## src/rtl/mips_alu_32_if.sv

```systemverilog
// Request/response bundle for the registered MIPS execute-stage ALU.
// Master drives the request side; slave returns result and flags.
interface mips_alu_32_if #(
  parameter int WORD_SIZE = 32
);
  logic                 start;
  logic [WORD_SIZE-1:0] input_a;
  logic [WORD_SIZE-1:0] input_b;
  logic [3:0]           control;
  logic [WORD_SIZE-1:0] result;
  logic                 zero;
  logic                 cout;
  logic                 err_overflow;
  logic                 err_invalid_control;
  logic                 finished;

  modport master (
    output start, input_a, input_b, control,
    input  result, zero, cout, err_overflow,
    input  err_invalid_control, finished
  );

  modport slave (
    input  start, input_a, input_b, control,
    output result, zero, cout, err_overflow,
    output err_invalid_control, finished
  );
endinterface

```

## src/rtl/mips_alu_32.sv

```systemverilog
// Registered 32-bit MIPS ALU, one-cycle latency, flags registered.
// Define ALU_SLTU_EN to enable the unsigned set-less-than opcode 4'b1000.
module mips_alu_32 #(
  parameter int WORD_SIZE = 32
) (
  input logic            clock,
  input logic            reset_n,
  mips_alu_32_if.slave   bus
);
  localparam int W = WORD_SIZE;

  localparam logic [3:0] CONTROL_AND          = 4'b0000;
  localparam logic [3:0] CONTROL_OR           = 4'b0001;
  localparam logic [3:0] CONTROL_ADD          = 4'b0010;
  localparam logic [3:0] CONTROL_ADD_UNSIGNED = 4'b0011;
  localparam logic [3:0] CONTROL_SUB          = 4'b0110;
  localparam logic [3:0] CONTROL_SLT          = 4'b0111;
  localparam logic [3:0] CONTROL_NOR          = 4'b1100;
`ifdef ALU_SLTU_EN
  localparam logic [3:0] CONTROL_SLTU         = 4'b1000;
`endif

  logic [W-1:0] a;
  logic [W-1:0] b;
  logic [3:0]   ctrl;

  assign a    = bus.input_a;
  assign b    = bus.input_b;
  assign ctrl = bus.control;

  logic op_and;
  logic op_or;
  logic op_nor;
  logic op_add;
  logic op_addu;
  logic op_sub;
  logic op_slt;
  logic op_sltu;

  assign op_and  = (ctrl == CONTROL_AND);
  assign op_or   = (ctrl == CONTROL_OR);
  assign op_nor  = (ctrl == CONTROL_NOR);
  assign op_add  = (ctrl == CONTROL_ADD);
  assign op_addu = (ctrl == CONTROL_ADD_UNSIGNED);
  assign op_sub  = (ctrl == CONTROL_SUB);
  assign op_slt  = (ctrl == CONTROL_SLT);
`ifdef ALU_SLTU_EN
  assign op_sltu = (ctrl == CONTROL_SLTU);
`else
  assign op_sltu = 1'b0;
`endif

  logic [W:0] sum;
  logic [W:0] diff;
  logic       add_ovf;
  logic       sub_ovf;
  logic       slt_lt;

  assign sum  = {1'b0, a} + {1'b0, b};
  assign diff = {1'b0, a} + {1'b0, ~b} + (W+1)'(1);

  assign add_ovf = (a[W-1] == b[W-1])
                && (sum[W-1] != a[W-1]);
  assign sub_ovf = (a[W-1] != b[W-1])
                && (diff[W-1] != a[W-1]);
  // Sign of a-b corrected by overflow gives a true signed compare
  assign slt_lt  = diff[W-1] ^ sub_ovf;

  logic [W-1:0] res_d;
  logic         cout_d;
  logic         ovf_d;
  logic         inv_d;

  always_comb begin
    res_d  = '0;
    cout_d = 1'b0;
    ovf_d  = 1'b0;
    inv_d  = 1'b0;
    unique case (1'b1)
      op_and:  res_d = a & b;
      op_or:   res_d = a | b;
      op_nor:  res_d = ~(a | b);
      op_add: begin
        res_d  = sum[W-1:0];
        cout_d = sum[W];
        ovf_d  = add_ovf;
      end
      op_addu: begin
        res_d  = sum[W-1:0];
        cout_d = sum[W];
      end
      op_sub: begin
        res_d  = diff[W-1:0];
        cout_d = diff[W];
        ovf_d  = sub_ovf;
      end
      op_slt:  res_d = {{(W-1){1'b0}}, slt_lt};
      op_sltu: res_d = {{(W-1){1'b0}}, ~diff[W]};
      default: inv_d = 1'b1;
    endcase
  end

  logic [W-1:0] result_q;
  logic         zero_q;
  logic         cout_q;
  logic         ovf_q;
  logic         inv_q;
  logic         fin_q;

  always_ff @(posedge clock or negedge reset_n) begin
    if (!reset_n) begin
      result_q <= '0;
      zero_q   <= 1'b0;
      cout_q   <= 1'b0;
      ovf_q    <= 1'b0;
      inv_q    <= 1'b0;
      fin_q    <= 1'b0;
    end else begin
      fin_q <= bus.start;
      if (bus.start) begin
        result_q <= res_d;
        zero_q   <= (res_d == '0);
        cout_q   <= cout_d;
        ovf_q    <= ovf_d;
        inv_q    <= inv_d;
      end
    end
  end

  assign bus.result              = result_q;
  assign bus.zero                = zero_q;
  assign bus.cout                = cout_q;
  assign bus.err_overflow        = ovf_q;
  assign bus.err_invalid_control = inv_q;
  assign bus.finished            = fin_q;
endmodule

```

## src/flat_wrapper.sv

```systemverilog
// flat-port wrapper written by rule: the top's interface ports become plain ports
module mips_alu_32_flat 
#(
  parameter int WORD_SIZE = 32
)
  (clock, reset_n, bus_start, bus_input_a, bus_input_b, bus_control, bus_result, bus_zero, bus_cout, bus_err_overflow, bus_err_invalid_control, bus_finished);
  mips_alu_32_if #(.WORD_SIZE(WORD_SIZE)) bus_i ();
  input logic clock;
  input logic reset_n;
  input wire logic [$bits(bus_i.start)-1:0] bus_start;
  input wire logic [$bits(bus_i.input_a)-1:0] bus_input_a;
  input wire logic [$bits(bus_i.input_b)-1:0] bus_input_b;
  input wire logic [$bits(bus_i.control)-1:0] bus_control;
  output wire logic [$bits(bus_i.result)-1:0] bus_result;
  output wire logic [$bits(bus_i.zero)-1:0] bus_zero;
  output wire logic [$bits(bus_i.cout)-1:0] bus_cout;
  output wire logic [$bits(bus_i.err_overflow)-1:0] bus_err_overflow;
  output wire logic [$bits(bus_i.err_invalid_control)-1:0] bus_err_invalid_control;
  output wire logic [$bits(bus_i.finished)-1:0] bus_finished;
  assign bus_i.start = bus_start;
  assign bus_i.input_a = bus_input_a;
  assign bus_i.input_b = bus_input_b;
  assign bus_i.control = bus_control;
  assign bus_result = bus_i.result;
  assign bus_zero = bus_i.zero;
  assign bus_cout = bus_i.cout;
  assign bus_err_overflow = bus_i.err_overflow;
  assign bus_err_invalid_control = bus_i.err_invalid_control;
  assign bus_finished = bus_i.finished;
  mips_alu_32 #(.WORD_SIZE(WORD_SIZE)) u_core (.clock(clock), .reset_n(reset_n), .bus(bus_i));
endmodule
```

## config.mk

```make
export PLATFORM = sky130hd
export DESIGN_NAME = mips_alu_32_flat
export DESIGN_NICKNAME = d
export VERILOG_FILES = /design/src/rtl/mips_alu_32_if.sv /design/src/rtl/mips_alu_32.sv /design/src/flat_wrapper.sv
export SDC_FILE = /design/constraint.sdc
export NUM_CORES = 1
export LEC_CHECK = 0
export CORE_AREA = 2 2 119 121
export DETAILED_ROUTE_END_ITERATION = 8
export DIE_AREA = 0 0 121 123
export DONT_BUFFER_PORTS = 1
export PLACE_DENSITY = 0.67
export REMOVE_ABC_BUFFERS = 1
export SLEW_MARGIN = 40
export SYNTH_ARGS = -nofsm -noshare
export SYNTH_HDL_FRONTEND = slang
export SYNTH_SLANG_ARGS = --single-unit
```

## constraint.sdc

```tcl
create_clock -name clock -period 1 [get_ports clock]
set_clock_uncertainty 0.2 [all_clocks]
set_input_delay 0.05 -clock clock [delete_from_list [all_inputs] [get_ports clock]]
set_output_delay 0.05 -clock clock [all_outputs]
set_load 0.03 [all_outputs]
```

==> results summary, run 1 <==
The run finished, with violations left. The final reports fail on negative hold slack, negative setup slack. In the final layout, the share of cells above drive strength 1 is 46.38%. The worst hold-check slack came out at -0.7515 ns. The count of distinct cell types in the synthesized netlist came out at 93. The number of remaining DRC errors came out at 0. The portion of the clock cycle consumed by the worst path in the final layout is 427.0%.

The final max-slew violation count was 0. The library cell used most frequently in the layout, excluding fill and tap cells, is sky130_fd_sc_hd__buf_4. After routing the design area is 0.01162 mm2.

For the worst flop-to-flop path, the logic depth is 2. The die covers 0.01488 mm2. The boundary pin count is 108. The clock buffer count from CTS came out at 5. The number of synthesized flops with an enable pin is 0.

The height of the die is 123 um. The worst setup path is captured at a flip-flop. The critical path starts at bus_input_b[1]. Across all register-to-register paths, the minimum setup slack is -0.24 ns. After synthesis the cells add up to 0.007102 mm2. The data arrival at the endpoint of the critical path came out at 4.26 ns. In the layout the commonest cells are sky130_fd_sc_hd__buf_4, sky130_fd_sc_hd__nor2_1, sky130_fd_sc_hd__inv_1. The detailed router put a total of 11,830 um of wire on met1. 0 antenna diodes ended up in the layout. The critical path is of the in2reg type.

In this run the tool buffered the top-level ports with 0 buffer cells. The number of clock sinks came out at 37. The amount of wire on met3 after detailed routing came out at 3577 um. The count of yosys warnings during synthesis came out at 0. In the final routed layout, each cell accounts on average for 22.54 um. The routed layout has 9,774 vias. Summed over all cells, the static leakage comes to 5.437 nW.

Across the run, the number of max-cap violations was 0. Setup slack on the critical path of the routed design comes to -3.270 ns. The root buffer cell chosen for the clock tree is sky130_fd_sc_hd__clkbuf_16. The fraction of the yosys area taken by sequential cells came out at 13.04%.

Once layout is complete, the utilization of the core stands at 85.38%. The placeable core area is 0.01361 mm2. TritonCTS built the clock tree.

The worst register-to-register path ends at u_core.bus.result[1]$_DFFE_PN0P_. For this run, the top clock speed supported by timing is 234.2 MHz. The wire length after detailed routing came out at 33,360 um. Global routing finished with a remaining overflow of 0.

Relative to the synthesized area, the layout overhead comes to 63.65%. The detailed router used layers up to and including met5. The smallest clock period supported by the final layout is computed as 4.270 ns. The worst-case vdd ir drop came out at 0.8066 mV.

The number of synthesized register bits came out at 37. The number of nets in the layout is 1,476. The first global-routing pass estimated 45,060 um of wire. The total of endpoints with negative setup slack in the final report came out at 73.

Of all nets on the critical path, the largest fanout is 4. The later pin in the worst-skew pair is clocked with a latency of 0.29 ns. The beginning of the worst register-to-register path is u_core.bus.result[1]$_DFFE_PN0P_. The global routing usage summed across all routing layers is 37.74%. For the pin with the worst max-slew slack, the measured transition is 0.7617 ns.

The path class of the tightest hold or removal check is in2async. The area of placed instances is 0.009509 mm2. The via count of the first global-routing pass is 8,861.

The HPWL reported at the end of detailed placement came out at 20,680 um. In this run the worst setup path terminates at u_core.bus.zero$_DFFE_PN0P_. In the routed layout, each cell is associated on average with a via count of 6.604. The maximum number of pins on one net before global-route repair is 52. The placed cell count came out at 1,394. Counting along the longest clock path gives a buffer depth of 2. The sort of element at the start of the critical path is an input port. After layout, the design draws a total of 0.01085 W. The share of async-settable or async-resettable flops after synthesis is 100.0%. The congestion estimate from routability-driven global placement came to 0.9662. In this run the power density over the cells is 933.4 mW/mm2.

The non-filler instance count after layout is 1,480. The initial antenna violation count is 1. The detailed router's first-iteration violation count is 1,489. The H-tree level count is 2. In the synthesized netlist, the number of instances is 951. The remaining antenna violation count after routing came out at 0. The number of search-and-repair iterations in the first detailed-routing pass came out at 6.

The post-CTS clock slew at the launch and capture registers of the worst setup and hold paths came out at 0.07 ns. The width of the die came out at 121 um. In the synthesized netlist the dominant register cell turns out to be sky130_fd_sc_hd__dfrtp_1. The count of standard-cell rows came out at 43. The headroom to the max-slew limit came out at 48.50%. Averaged over all synthesized cells, the footprint is 7.468 um2. The required time of the critical path came out at 0.99 ns.

Setup repair after global routing could not meet its margin everywhere. The number of failing hold endpoints at the final stage came to 74. The starting density of the core is 52.17%. The wire length on met2 came out at 15,450 um.
stage by stage:
step	setup WS (ns)	hold WS [ns]	TNS [ns]
after detailed placement	-3.984	-0.4446	-67.89
final	-3.270	-0.7515	-64.38
after CTS	-3.241	-0.7440	-57.98
after floorplan	-3.271	-0.4456	-77.92
after global routing	-3.409	-0.7536	-66.89
after global placement	-3.694	-0.4447	-66.48
registers in the layout, summed over array words and instances (netlist names):
signal,cells
u_core.bus.cout,1
u_core.bus.err_invalid_control,1
u_core.bus.err_overflow,1
u_core.bus.finished,1
u_core.bus.result,32
u_core.bus.zero,1
cell usage after synthesis, types with 4 or more instances:
cell type	number	area (um2)
sky130_fd_sc_hd__o21a_1	11	82.58
sky130_fd_sc_hd__a211oi_1	12	90.09
sky130_fd_sc_hd__o221ai_1	8	70.07
sky130_fd_sc_hd__o31ai_1	8	60.06
sky130_fd_sc_hd__o211ai_1	12	90.09
sky130_fd_sc_hd__a21oi_1	78	390.4
sky130_fd_sc_hd__nand4_1	7	43.79
sky130_fd_sc_hd__o21ai_0	35	175.2
sky130_fd_sc_hd__o21bai_1	5	37.54
sky130_fd_sc_hd__nor2b_1	16	100.1
sky130_fd_sc_hd__a221o_1	20	200.2
sky130_fd_sc_hd__nand2_1	53	198.9
sky130_fd_sc_hd__ha_1	103	1289
sky130_fd_sc_hd__o31a_1	5	43.79
sky130_fd_sc_hd__o2111ai_1	5	43.79
sky130_fd_sc_hd__buf_2	24	120.1
sky130_fd_sc_hd__o21ai_1	10	50.05
sky130_fd_sc_hd__a221oi_1	13	113.9
sky130_fd_sc_hd__and2_1	7	43.79
sky130_fd_sc_hd__a211oi_2	4	50.05
sky130_fd_sc_hd__nor2_1	107	401.6
sky130_fd_sc_hd__clkbuf_1	27	101.4
sky130_fd_sc_hd__or2_1	4	25.02
sky130_fd_sc_hd__a211o_1	9	78.83
sky130_fd_sc_hd__nand3_1	17	85.08
sky130_fd_sc_hd__nor3_1	17	85.08
sky130_fd_sc_hd__dfrtp_1	37	925.9
sky130_fd_sc_hd__mux2i_1	6	60.06
sky130_fd_sc_hd__mux2_2	12	135.1
sky130_fd_sc_hd__nor4_1	17	106.4
sky130_fd_sc_hd__a21o_1	11	82.58
sky130_fd_sc_hd__a22oi_1	6	45.04
sky130_fd_sc_hd__nand2b_1	10	62.56
sky130_fd_sc_hd__o22ai_1	16	100.1
sky130_fd_sc_hd__a2111oi_0	5	43.79
sky130_fd_sc_hd__a31oi_1	13	81.33
sky130_fd_sc_hd__inv_1	104	390.4
power by group:
group	switching, W	internal (W)
clock network	0.000752	0.000932
logic	0.00382	0.00346
registers	0.000190	0.00169
total	0.00477	0.00608
critical path, cell delays in order:
cell	delay, ns
sky130_fd_sc_hd__inv_12	0.02
sky130_fd_sc_hd__ha_4	0.22
sky130_fd_sc_hd__or2_4	0.24
sky130_fd_sc_hd__a211o_4	0.37
sky130_fd_sc_hd__a211oi_4	0.31
sky130_fd_sc_hd__o31ai_4	0.12
sky130_fd_sc_hd__a21oi_4	0.19
sky130_fd_sc_hd__a21oi_4	0.10
sky130_fd_sc_hd__o31a_1	0.28
sky130_fd_sc_hd__nor2_1	0.12
sky130_fd_sc_hd__nor2_1	0.07
sky130_fd_sc_hd__nor2_1	0.12
sky130_fd_sc_hd__nor2_1	0.08
sky130_fd_sc_hd__fa_2	0.35
sky130_fd_sc_hd__and3_4	0.18
sky130_fd_sc_hd__o21ai_4	0.14
sky130_fd_sc_hd__nand4_1	0.17
sky130_fd_sc_hd__nor2_1	0.14
sky130_fd_sc_hd__nand4_1	0.13
sky130_fd_sc_hd__nor4_2	0.16
sky130_fd_sc_hd__nand4_1	0.13
sky130_fd_sc_hd__nor4_2	0.20
sky130_fd_sc_hd__nand4_1	0.15
sky130_fd_sc_hd__o32ai_2	0.22
worst min-delay path by stage:
stage,endpoint,depth (start not counted),from,slack [ns]
floorplan,u_core.bus.cout$_DFFE_PN0P_,0,reset_n,-0.45
global placement,u_core.bus.cout$_DFFE_PN0P_,0,reset_n,-0.44
detailed placement,u_core.bus.cout$_DFFE_PN0P_,0,reset_n,-0.44
CTS,u_core.bus.result[14]$_DFFE_PN0P_,0,reset_n,-0.74
global route,u_core.bus.result[30]$_DFFE_PN0P_,0,reset_n,-0.75
finish,u_core.bus.result[30]$_DFFE_PN0P_,0,reset_n,-0.75
layer usage:
metal | GRT usage [%] | vias to the layer above
li1 | - | 4185
met1 | 47.04 | 4512
met2 | 66.22 | 803
met3 | 4.566 | 272
met4 | 15.19 | 2
met5 | 0 | -
timing repair:
item	4_1_cts	5_1_grt
pin swaps	80	42
setup endpoints to repair	73	73
resized for setup	217	79
hold endpoints to repair	74	74
setup buffers	51	34
area by class of cell:
cell class / count / area (um2)
inverters: 107 / 429.2
fillers: 737 / 1989
clock buffers: 5 / 125.1
multi-input cells: 751 / 6594
flip-flops and latches: 37 / 927.1
well taps: 180 / 225.2
clock inverters: 3 / 21.27
repair buffers: 397 / 3301
cells by family (layout without fill, tap and decap cells):
kind of cell             Yosys count  count (layout)  share of synthesized area (%)
flip-flops                        37              37                          13.04
AND/OR/NAND/NOR                  286             286                          19.86
AO/OA/AOI/OAI                    338             338                          35.80
buffers and inverters            163             512                          9.197
adder cells (fa/ha/maj)          106             106                          18.99
XOR/XNOR                           3               3                         0.3700
multiplexers                      18              18                          2.748
Power figures use the tool's default switching activity.
==> inputs of run 2 (changes only) <==
--- a/config.mk
+++ b/config.mk
@@ -5,11 +5,10 @@
 export SDC_FILE = /design/constraint.sdc
 export NUM_CORES = 1
 export LEC_CHECK = 0
-export CORE_AREA = 2 2 119 121
+export CORE_AREA = 2 2 172 174
 export DETAILED_ROUTE_END_ITERATION = 8
-export DIE_AREA = 0 0 121 123
+export DIE_AREA = 0 0 174 176
 export DONT_BUFFER_PORTS = 1
-export PLACE_DENSITY = 0.67
 export REMOVE_ABC_BUFFERS = 1
 export SLEW_MARGIN = 40
 export SYNTH_ARGS = -nofsm -noshare
==> run 2 against run 1 <==
The run still ends with negative hold slack, negative setup slack left. Routed wire length decreased by 8.3%. Via count fell by 9.5%. Core utilization shrank 43 points. Critical path depth did not move. Non-clock buffer count shrank 5. Largest power group unchanged. Highest routed layer is now met4.
==> results summary, run 2 (synthesis gave the netlist of run 1 again) <==
The busiest metal layer after global routing is met2. The headroom to the max-slew limit came out at 49.66%. Global routing used 23.91% of the available met1 tracks. In this run the deepest clock path goes through 2 buffers. The H-tree level count came out at 2. The met2 demand-to-capacity share in global routing came out at 33.13%.

The number of clock sinks is 37. The worst-case vdd ir drop came out at 1.006 mV. The via count of the first global-routing pass is 8,917. The data arrival at the endpoint of the critical path came out at 4.17 ns. The area enclosed by the die boundary is 0.03062 mm2. The power after layout is 0.01084 W. The initial antenna violation count is 0. STA puts the critical path data required time at 1.01 ns. For this block, the routed nets add up to 30,580 um of wire.

The clock buffer count from CTS came out at 5. The maximum clock rate came out at 240.0 MHz. For this run, the slowest stage of the critical path takes 0.35 ns. The number of remaining DRC errors came out at 0. The number of search-and-repair iterations in the first detailed-routing pass is 5. The die is 176 um tall. The final critical-path required period came out at 4.167 ns. The detailed router's first-iteration violation count came out at 572. The total overflow left after global routing is 0. The wire length per cell is 18.21 um.

STA classifies the critical path startpoint as an input port. Leaving out fill and tap cells, the most frequent cells in the layout are sky130_fd_sc_hd__buf_4, sky130_fd_sc_hd__nor2_1, sky130_fd_sc_hd__inv_1. The actual slew at the worst max-slew pin came out at 0.7446 ns. TritonCTS built the clock tree. The global-route track usage on met3 came out at 3.811%.

Adding up every negative setup slack in the final design gives -58.66 ns. The width of the die came out at 174 um. The path class of the tightest hold or removal check is in2async. The portion of the clock cycle consumed by the worst path in the final layout is 416.7%.

The post-CTS clock slew at the launch and capture registers of the worst setup and hold paths came out at 0.07 ns. The starting density of the core is 24.88%. The clock network latency to the later pin of the worst-skew pair came out at 0.28 ns. Leaving out fill and tap cells, the most frequent cell in the layout is sky130_fd_sc_hd__buf_4.

CTS placed an instance of sky130_fd_sc_hd__clkbuf_16 at the clock tree root. The final reports fail on negative hold slack, negative setup slack. The floorplan has 62 rows. Dividing the detail-routed via count by the number of cells gives 5.269. In the final layout, the share of cells above drive strength 1 is 46.72%. The count of inserted antenna diode cells came out at 0. Entering global routing, the biggest net connects 52 pins. The signal on the critical path passes through inv_12 -> ha_4 -> or2_4 -> a211o_1 -> a211oi_4 -> o31ai_4 -> a21oi_2 -> a21oi_2 -> o31a_1 -> nor2_1 -> nor2_1 -> nor2_1 -> nor2_1 -> fa_2 -> and3_4 -> o21ai_4 -> nand4_1 -> nor2_1 -> nand4_1 -> nor4_2 -> nand4_1 -> nor4_2 -> nand4_1 -> o32ai_2. The global placement routability congestion is 0.9636. The path type of the worst setup path is in2reg. Final hold analysis gives a worst-case slack of -0.7549 ns. The leakage dissipation is 5.432 nW. The layout overhead on the synthesized area came out at 69.77%. The global routing usage summed across all routing layers came out at 19.05%. Setup repair after global routing could not meet its margin everywhere.

In this run the worst path has a maximum fanout of 4. The final max-slew violation count is 0. The HPWL reported at the end of detailed placement came out at 23,580 um.

The standard cell with the maximum stage delay on the critical path is sky130_fd_sc_hd__a211oi_4. The most numerous cell type found on the critical path is sky130_fd_sc_hd__nor2_1. The sort of element at the end of the critical path is a flip-flop. The number of flip-flops under the largest register name is 32. The number of failing hold endpoints at the final stage is 74. The number of nets in the layout came out at 1,471. The total of endpoints with negative setup slack in the final report is 72. The number of filler cells placed in the layout came out at 2,856. The number of vias after detailed routing came out at 8,847.

The placeable core area came out at 0.02855 mm2. The flow ran to the end, but the final reports show violations. The final critical-path setup slack came out at -3.167 ns. The wire length of the first global-routing pass came out at 47,350 um. The count of buffers from port buffering came out at 0. The total power per unit cell area came out at 899.5 mW/mm2. Across the run, the number of max-cap violations was 0. The remaining antenna violation count after routing came out at 0. 108 I/O pins were placed.
## run 2: cell count changes in the layout (fill, tap and decap cells not counted), sizes merged
cell	previous run	this run
buf	397	392
clkinvlp	1	2
bufinv	0	1
inv	108	106
## run 2: path summary, 6_finish.rpt
kind,startpoint,to,slack (ns),cells after the start
max reg2reg,u_core.bus.result[15]$_DFFE_PN0P_,u_core.bus.result[15]$_DFFE_PN0P_,-0.03,3
min,reset_n,u_core.bus.result[5]$_DFFE_PN0P_,-0.75,0
max,bus_input_a[1],u_core.bus.zero$_DFFE_PN0P_,-3.17,24
min reg2reg,u_core.bus.result[2]$_DFFE_PN0P_,u_core.bus.result[2]$_DFFE_PN0P_,0.34,1
min in group clock,bus_start,u_core.bus.finished$_DFF_PN0_,-0.41,0
max in group asynchronous,reset_n,u_core.bus.finished$_DFF_PN0_,1.25,0
## run 2: repair_timing
| action | CTS | global route |
|---|---|---|
| setup buffers | 49 | 47 |
| hold endpoints to repair | 74 | 74 |
| resized for setup | 236 | 99 |
| endpoints found under the setup margin | 73 | 73 |
| pin swaps | 98 | 85 |
## run 2: power by group
group	total, W	internal, W	switching [W]
sequential	0.00186	0.00169	0.000169
combinational	0.00705	0.00349	0.00357
clock	0.00193	0.00118	0.000743
total	0.0108	0.00636	0.00448
## run 2: metrics by stage
stage	worst slack, ns	cells	area [um2]	util [%]
3_3_place_gp	-3.722	1596	9762	34.20
6_report	-3.167	1679	12060	42.23
4_1_cts	-3.235	1649	11420	39.99
3_5_place_dp	-3.874	1596	9762	34.20
5_1_grt	-3.413	1679	12060	42.23
2_1_floorplan	-3.271	895	6850	-
## run 2: critical path, delay by kind of cell
kind / cells / cell delay, ns
simple gates: 13 / 1.79
compound gates: 8 / 1.75
buf+inv: 1 / 0.02
fa+ha+maj: 2 / 0.56
## run 2: cell type report
type | count | area [um2] | share of cell area [%]
clock inverters | 3 | 46.29 | 0.3840
repair buffers | 392 | 3317 | 27.51
multi-input cells | 751 | 6723 | 55.76
inverters | 107 | 437.9 | 3.632
flip-flops and latches | 37 | 927.1 | 7.690
well taps | 384 | 480.5 | 3.985
clock buffers | 5 | 125.1 | 1.038
## run 2: routing by layer
layer | vias to the layer above | routed length (um) | part of all wire (%)
li1 | 4187 | - | -
met1 | 4265 | 12820 | 42
met5 | - | 0 | 0
met3 | 68 | 2264 | 7.4
met4 | 0 | 828 | 2.7
met2 | 327 | 14670 | 48
==> inputs of run 3 (changes only) <==
--- a/config.mk
+++ b/config.mk
@@ -6,9 +6,11 @@
 export NUM_CORES = 1
 export LEC_CHECK = 0
 export CORE_AREA = 2 2 172 174
+export CTS_CLUSTER_DIAMETER = 100
 export DETAILED_ROUTE_END_ITERATION = 8
 export DIE_AREA = 0 0 174 176
 export DONT_BUFFER_PORTS = 1
+export PLACE_DENSITY = 0.45
 export REMOVE_ABC_BUFFERS = 1
 export SLEW_MARGIN = 40
 export SYNTH_ARGS = -nofsm -noshare
==> constraint.sdc (replaced) <==
create_clock -name clock -period 1 [get_ports clock]
set_clock_uncertainty 0.2 [all_clocks]
set_input_delay 0.2 -clock clock [delete_from_list [all_inputs] [get_ports clock]]
set_output_delay 0.2 -clock clock [all_outputs]
set_load 0.03 [all_outputs]
==> run 3 against run 2 <==
The flow still finishes with violations (negative hold slack, negative setup slack). Global-route usage increased by 0.68 points. Routed wire length increased by 0.79%. Core utilization decreased by 0.70 points. Power decreased by 3.1%. First-iteration DRC count increased by 5.1%. Register-to-register slack got worse by 0.11 ns. Worst hold slack improved by 0.15 ns. Sequential power increased by 2%. Die area unchanged. Clock power decreased by 15%. Sequential cell count unchanged. Final area decreased by 1.7%. Critical path type unchanged. Critical endpoint unchanged.
==> results summary, run 3 (synthesis gave the netlist of run 1 again) <==
Derived from the worst setup path, the maximum achievable clock frequency is 236.0 MHz. Leaving out fill and tap cells, the most frequent cell in the layout is sky130_fd_sc_hd__buf_4. At the end of the flow the core is filled with cells to 41.53%. Once detailed placement completed, the half-perimeter wirelength came to 23,910 um. By startpoint and endpoint, the worst setup path is classified as in2reg.

The register with the most flip-flops in the layout has 32 of them. The beginning of the worst register-to-register path is u_core.bus.result[9]$_DFFE_PN0P_. The post-CTS clock slew at the launch and capture registers of the worst setup and hold paths is 0.06 ns. The critical path depth is 24.

The worst hold-check slack came out at -0.6011 ns. The count of buffers from port buffering is 0. Among cell families on the critical path, the largest total delay comes from simple AND/OR/NAND/NOR gates. The signal on the critical path passes through inv_12 -> ha_4 -> or2_4 -> a211o_4 -> a211oi_4 -> o31ai_4 -> a21oi_2 -> a21oi_2 -> o31a_1 -> nor2_1 -> nor2_1 -> nor2_1 -> nor2_2 -> fa_2 -> and3_4 -> o21ai_4 -> nand4_1 -> nor2_1 -> nand4_1 -> nor4_2 -> nand4_1 -> nor4_2 -> nand4_1 -> o32ai_2.

The number of search-and-repair iterations in the first detailed-routing pass came out at 5. The sort of element at the end of the critical path is a flip-flop. The maximum single-stage delay on the critical path came out at 0.35 ns. The maximum net fanout on the critical path is 4.

The total of endpoints with negative setup slack in the final report came out at 73. Tracing the worst setup path back leads to its startpoint at bus_input_a[1]. The global routing usage summed across all routing layers is 19.73%.

The number of cells on the worst reg-to-reg path is 2. The overflow left after global routing is 0. The number of remaining DRC errors came out at 0. The data arrival at the endpoint of the critical path is 4.24 ns. The clock buffer count from CTS is 5. The final reports fail on negative hold slack, negative setup slack. The placeable core area came out at 0.02855 mm2. The portion of the clock cycle consumed by the worst path in the final layout came out at 423.7%.

The number of violations of the max-capacitance limit came out at 0. The initial antenna violation count came to 0. The starting density of the core is 24.88%.

The run finished, with violations left. The headroom to the max-slew limit came out at 49.56%. TritonCTS built the clock tree.

The actual slew at the worst max-slew pin is 0.7461 ns. For this block, the initial DRC count from the detailed router was 601. The average via count per standard cell is 5.177. The width of the die is 174 um. The number of antenna diodes in the final layout is 0. The required time of the critical path came out at 1.00 ns. The number of vias after detailed routing came out at 8,641. After detailed routing, the total wire length is 30,820 um. The standard cell with the maximum stage delay on the critical path is sky130_fd_sc_hd__a211o_4. The maximum number of pins on one net before global-route repair is 52. The count of standard-cell rows came out at 62. The area enclosed by the die boundary is 0.03062 mm2. The final max-slew violation count came to 0.

The fraction of final layout cells sized beyond drive strength 1 is 46.30%. The boundary pin count is 108. The wire length per cell is 18.47 um. The area growth from synthesis to layout is 66.95%.

Power spread over the standard cell area amounts to 886.4 mW/mm2. The number of nets in the layout is 1,461. The global placement routability congestion is 0.9054. Clock latency on the worst-skew pair, taken at its later pin, is 0.29 ns.

The remaining antenna violation count after routing is 0. Setup repair after global routing could not meet its margin everywhere. The path class of the tightest hold or removal check is in2async. The leakage dissipation came out at 5.388 nW. IR analysis of the VDD net gives a maximum drop of 0.6546 mV. The final critical-path setup slack is -3.237 ns.

The tree is rooted in a sky130_fd_sc_hd__clkbuf_16. The number of buffers and inverters on the critical path is 1. In the layout the commonest cells are sky130_fd_sc_hd__buf_4, sky130_fd_sc_hd__nor2_1, sky130_fd_sc_hd__inv_1.

CTS saw 37 sinks. The final critical-path required period came out at 4.237 ns. STA classifies the critical path startpoint as an input port.

The maximum clock path buffer count is 2. The wire length of the first global-routing pass is 48,330 um. The via count of the first global-routing pass came out at 8,812. The H-tree was split into 2 levels. The die is 176 um tall. The number of failing hold endpoints at the final stage is 74.
## run 3: cell types whose count changed in the layout (fill, tap and decap cells not counted), moves of 4 or more
cell,change
sky130_fd_sc_hd__ha_4,-6
sky130_fd_sc_hd__buf_6,-25
sky130_fd_sc_hd__buf_4,+4
sky130_fd_sc_hd__buf_8,-4
sky130_fd_sc_hd__a21oi_4,-4
sky130_fd_sc_hd__buf_12,+13
## run 3: layout make-up
cell class | count | area [um2]
Tap cell | 384 | 480.5
Clock inverter | 3 | 21.27
Multi-Input combinational cell | 751 | 6599
Timing Repair Buffer | 382 | 3276
Sequential cell | 37 | 928.4
Clock buffer | 5 | 125.1
Fill cell | 2926 | 16690
Inverter | 107 | 426.7
## run 3: per-layer routing
layer	share of wire, %	track usage, %	vias to the layer above
met4	1.9	4.097	0
met5	0	0	-
met2	47	34.36	271
met3	6.0	3.058	48
li1	-	-	4160
met1	45	25.83	4162
## run 3: worst reg2reg max path: stages (launching register included)
cell	delay [ns]
sky130_fd_sc_hd__dfrtp_1	0.42
sky130_fd_sc_hd__buf_4	0.15
sky130_fd_sc_hd__mux2_4	0.26
## run 3: repair_timing
action,4_1_cts,5_1_grt
setup buffers,56,22
pin swaps,81,54
endpoints found under the hold margin,74,74
setup endpoints to repair,73,73
resized for setup,190,89
cloned,2,0
## run 3: worst paths after layout
| kind | to | slack [ns] |
|---|---|---|
| setup / recovery | u_core.bus.zero$_DFFE_PN0P_ | -3.24 |
| hold / removal | u_core.bus.result[28]$_DFFE_PN0P_ | -0.60 |
| setup reg to reg | u_core.bus.result[9]$_DFFE_PN0P_ | -0.14 |
| hold reg to reg | u_core.bus.result[27]$_DFFE_PN0P_ | 0.33 |
| max in group asynchronous | u_core.bus.result[26]$_DFFE_PN0P_ | 1.10 |
| min in group clock | u_core.bus.finished$_DFF_PN0_ | -0.26 |
## run 3: power breakdown
group / internal, W / switching (W) / total (W)
sequential: 0.00170 / 0.000199 / 0.00190
combinational: 0.00348 / 0.00349 / 0.00697
clock: 0.000930 / 0.000710 / 0.00164
## run 3: stage by stage
step                      std cells  instance area [um2]  total power, W  TNS [ns]  setup slack (ns)
final                          1669                11860         0.01051    -69.48            -3.237
after global placement         1599                 9972        0.007407    -75.53            -4.033
after detailed placement       1599                 9972        0.007417    -76.08            -4.279
after CTS                      1663                11460         0.01007    -70.67            -3.546
after global routing           1669                11860         0.01112    -74.59            -3.505
after floorplan                 895                 6850        0.004702    -83.32            -3.421
